==> src/rtl/blinky_led_pio_ctrl.sv <==
// Avalon-MM LED output port with atomic set/clear/toggle registers and a
// per-bit hardware blink engine driven by a programmable half-period divider.
module blinky_led_pio_ctrl #(
    parameter int unsigned WIDTH        = 17,
    parameter logic [31:0] RESET_VALUE  = 32'h0,
    parameter int unsigned DIV_WIDTH    = 24,
    parameter logic [31:0] PERIOD_RESET = 32'd12499999
) (
    input  logic             clk,
    input  logic             reset_n,
    input  logic [2:0]       address,
    input  logic             chipselect,
    input  logic             write_n,
    input  logic [31:0]      writedata,
    output logic [31:0]      readdata,
    output logic [WIDTH-1:0] out_port
);

    localparam logic [2:0] AddrData   = 3'd0;
    localparam logic [2:0] AddrMode   = 3'd1;
    localparam logic [2:0] AddrPeriod = 3'd2;
    localparam logic [2:0] AddrStatus = 3'd3;
    localparam logic [2:0] AddrSet    = 3'd4;
    localparam logic [2:0] AddrClear  = 3'd5;
    localparam logic [2:0] AddrToggle = 3'd6;

    logic [WIDTH-1:0]     data_q, data_d;
    logic [WIDTH-1:0]     mode_q, mode_d;
    logic [DIV_WIDTH-1:0] period_q, period_d;
    logic [DIV_WIDTH-1:0] cnt_q, cnt_d;
    logic                 phase_q, phase_d;

    logic                 wr_en;
    logic [WIDTH-1:0]     wdata_mask;
    logic [DIV_WIDTH-1:0] wdata_period;
    logic                 unused_writedata;

    assign wr_en        = chipselect & ~write_n;
    assign wdata_mask   = writedata[WIDTH-1:0];
    assign wdata_period = writedata[DIV_WIDTH-1:0];
    // Upper writedata bits are deliberately dropped for narrow configurations.
    assign unused_writedata = ^writedata;

    always_comb begin
        data_d   = data_q;
        mode_d   = mode_q;
        period_d = period_q;
        cnt_d    = cnt_q + DIV_WIDTH'(1);
        phase_d  = phase_q;

        if (cnt_q == period_q) begin
            cnt_d   = '0;
            phase_d = ~phase_q;
        end

        // A PERIOD write restarts the divider and overrides any wrap this cycle.
        if (wr_en) begin
            case (address)
                AddrData:   data_d = wdata_mask;
                AddrMode:   mode_d = wdata_mask;
                AddrPeriod: begin
                    period_d = wdata_period;
                    cnt_d    = '0;
                    phase_d  = 1'b1;
                end
                AddrSet:    data_d = data_q | wdata_mask;
                AddrClear:  data_d = data_q & ~wdata_mask;
                AddrToggle: data_d = data_q ^ wdata_mask;
                default:    ;
            endcase
        end
    end

    always_ff @(posedge clk or negedge reset_n) begin
        if (!reset_n) begin
            data_q   <= RESET_VALUE[WIDTH-1:0];
            mode_q   <= '0;
            period_q <= PERIOD_RESET[DIV_WIDTH-1:0];
            cnt_q    <= '0;
            phase_q  <= 1'b1;
        end else begin
            data_q   <= data_d;
            mode_q   <= mode_d;
            period_q <= period_d;
            cnt_q    <= cnt_d;
            phase_q  <= phase_d;
        end
    end

    always_comb begin
        readdata = '0;
        case (address)
            AddrData:   readdata = 32'(data_q);
            AddrMode:   readdata = 32'(mode_q);
            AddrPeriod: readdata = 32'(period_q);
            AddrStatus: readdata = {31'b0, phase_q};
            default:    readdata = '0;
        endcase
    end

    // Blink bits are gated low during the off phase; only registers feed the pins.
    assign out_port = data_q & ~(mode_q & {WIDTH{~phase_q}});

endmodule

==> config.mk <==
export PLATFORM = sky130hd
export DESIGN_NAME = blinky_led_pio_ctrl
export DESIGN_NICKNAME = d
export VERILOG_FILES = /design/src/rtl/blinky_led_pio_ctrl.sv
export SDC_FILE = /design/constraint.sdc
export NUM_CORES = 1
export LEC_CHECK = 0
export CORE_MARGIN = 3
export CORE_UTILIZATION = 54
export CTS_BUF_LIST = sky130_fd_sc_hd__clkbuf_8 sky130_fd_sc_hd__clkbuf_16
export CTS_CLUSTER_SIZE = 40
export DETAILED_ROUTE_END_ITERATION = 6
export PLACE_DENSITY = 0.82
export SLEW_MARGIN = 20
export SYNTH_ARGS = -nofsm -noshare
export SYNTH_HDL_FRONTEND = slang
export SYNTH_SLANG_ARGS = --single-unit
==> constraint.sdc <==
create_clock -name clk -period 1.8 [get_ports clk]
set_input_delay 0.27 -clock clk [delete_from_list [all_inputs] [get_ports clk]]
set_output_delay 0.27 -clock clk [all_outputs]
set_load 0.01 [all_outputs]
==> results.tsv <==
metric	value	unit
status	finished, violations left	
violations	negative setup slack	
pwr-share-comb	35.1	%
area_growth	31.1	%
insertion_delay	360	ps
fin_util	73.9	%
wl	14.8	mm
synth-main-ff-cell	dfrtp_1	
period_minus_slack	1860	ps
syn_area	5280	um2
grt_max_degree	41	
grt_pass1_vias	4818	
synthArstFlopShare	100	%
clkTransAtPathRegs	90	ps
rsz0062_at_grt	yes	
setup_violations	23	
p_sw	2.21	mW
max_cap_violations	0	
core.rowCount	35	
tritoncts	done	
cts_buffer_depth	2	
grt_usage	26.6	%
worst_slack	-61.8	ps
fp.dieH	105	um
grt_pass1_wl	23.6	mm
synth.distinct_cells	38	
tightest_slew	574	ps
core_area	9370	um2
critPathArrivalTime	1590	ps
ys_seq_area_share	39.7	%
min_path_type	input port to async pin	
dieArea	11000	um2
yosysMostFrequentCell	nor2_1	
synthCells	578	
grt.overflow.total	0	
whs	432	ps
synthTopCellsByCount	nor2_1, dfrtp_1, a21oi_1	
critical_path_class	register to primary output	
startpoint_type	register	
drc_errors	0	
final-hold-violation-count	0	
start_util	56.4	%
io_buffer_count	71	
vdd_drop_max	0.538	mV
p_clk_share	23.1	%
p_int	4.14	mW
skew	8.78	ps
finalMaxSlewViolations	0	
p_seq_share	41.9	%
synth_top_area_share	31.3	%
drtIter0Drc	299	
drtPass1Iterations	5	
synth_top_cell_by_area	dfrtp_1	
fmax	537	MHz
sw_frac_of_total	34.8	%
yosys-top-cells-area	dfrtp_1, dfstp_2, ha_1	
synth_area_per_cell	9.14	um2
end_kind	primary output	
drive_gt1_share	26.2	%
fin_nets	779	
power	6.34	mW
timing.slew.headroom	61.7	%
power.density	915	nW/um2
fill_cells	681	
clock_sinks	83	
viasPerCell	5.67	
synth.yosys.warnings	0	
power_leakage	3.41	nW
synth_seq_cells	83	
cts_root_buf	clkbuf_8	
antenna_cells	0	
die_w	105	um
place_congestion	0.888	
numCtsBuffers	9	
place_hpwl	10.2	mm
crit_fanout	2	
antenna_found_initial	0	
ioPinCount	88	
required	1530	ps
synth_edf_count	0	
fin_crit_sh	103	%
vias	4761	
cts.htree.levels	3	
wl_per_cell	17.6	um
ant_nets	0	
[cells by family after synthesis]
group / synth area share [%]
other: 0.0710
adders and majority gates: 8.29
AOI/OAI and AO/OA: 12.6
DFF: 39.7
xor gates and xnor gates: 7.62
buffers and inverters: 7.62
muxes: 10.1
and+or+nand+nor: 14.0
[power groups by stage]
| stage | Clock (mW) | Combinational, mW | Sequential (mW) |
|---|---|---|---|
| detailed placement | 0 | 2.06 | 2.67 |
| finish | 1.46 | 2.22 | 2.65 |
| floorplan | 0 | 1.17 | 2.57 |
| global route | 1.55 | 2.43 | 2.70 |
| CTS | 1.47 | 2.03 | 2.64 |
| global placement | 0 | 1.99 | 2.63 |
[final cells by class]
class | count | area (um2) | share of cell area, %
clock buffer | 9 | 124 | 1.79
clock inverter | 7 | 86.3 | 1.25
sequential | 83 | 2100 | 30.3
timing repair buffer | 150 | 1370 | 19.8
inverter | 45 | 169 | 2.44
multi-input combinational | 416 | 2920 | 42.2
tap | 129 | 161 | 2.33
[worst max-delay path, stage by stage, from the launching register on]
cell     delay [ps]
dfstp_2         380
buf_4           130
mux4_2          460
nor2b_4         140
buf_6           120
[per-layer routing]
metal | vias up | wire [um] | GRT usage [%]
met5 | - | 0 | 0
met4 | 0 | 538 | 12.3
met3 | 50 | 950 | 3.21
met2 | 236 | 7340 | 45.7
met1 | 2291 | 5970 | 33.5
li1 | 2184 | - | -
[final timing paths]
kind                         startpoint      endpoint  slack (ps)  cells after the start
min in group clk            period_q[4]   period_q[4]         510                      2
max in group asynchronous       reset_n   period_q[4]         720                      3
min reg2reg                 period_q[4]   period_q[4]         510                      2
max reg2reg                period_q[12]     cnt_q[15]         -20                      6
min                             reset_n  period_q[22]         430                      2
max                             phase_q   readdata[0]         -60                      4
[sequential cells by signal, summed over array words and instances, names as in the netlist]
register	cells
cnt_q	24
period_q	24
data_q	17
mode_q	17
phase_q	1
[placed cells by master (no fill, tap or decap), types with 14 or more instances in the layout]
cell type | netlist | final
nor2_1 | 74 | 72
dfrtp_1 | 66 | 66
buf_4 | 11 | 61
a21oi_1 | 62 | 51
inv_1 | 44 | 47
nand2_1 | 41 | 41
xor2_1 | 36 | 35
ha_1 | 35 | 35
o21ai_0 | 34 | 34
clkdlybuf4s50_1 | 0 | 26
mux2_2 | 24 | 24
mux2i_1 | 24 | 23
a221oi_1 | 17 | 17
dfstp_2 | 17 | 17
buf_2 | 13 | 16
dlygate4sd2_1 | 0 | 14
[per-stage QoR]
| stage | setup TNS, ps | std cells | worst slack [ps] | area, um2 |
|---|---|---|---|---|
| 2_1_floorplan | 0 | 585 | 193 | 5310 |
| 4_1_cts | -777 | 826 | -93.2 | 6760 |
| 6_report | -326 | 839 | -61.8 | 6930 |
| 3_5_place_dp | -29720 | 804 | -522 | 6520 |
| 3_3_place_gp | -27600 | 804 | -493 | 6520 |
| 5_1_grt | -2130 | 839 | -103 | 6930 |
[what timing repair did]
item	CTS	global route
buffers inserted	5	13
pin swaps	2	2
hold buffers	1	0
endpoints found under the hold margin	24	0
resized for setup	115	30
setup endpoints to repair	64	49
Power figures use the tool's default switching activity.
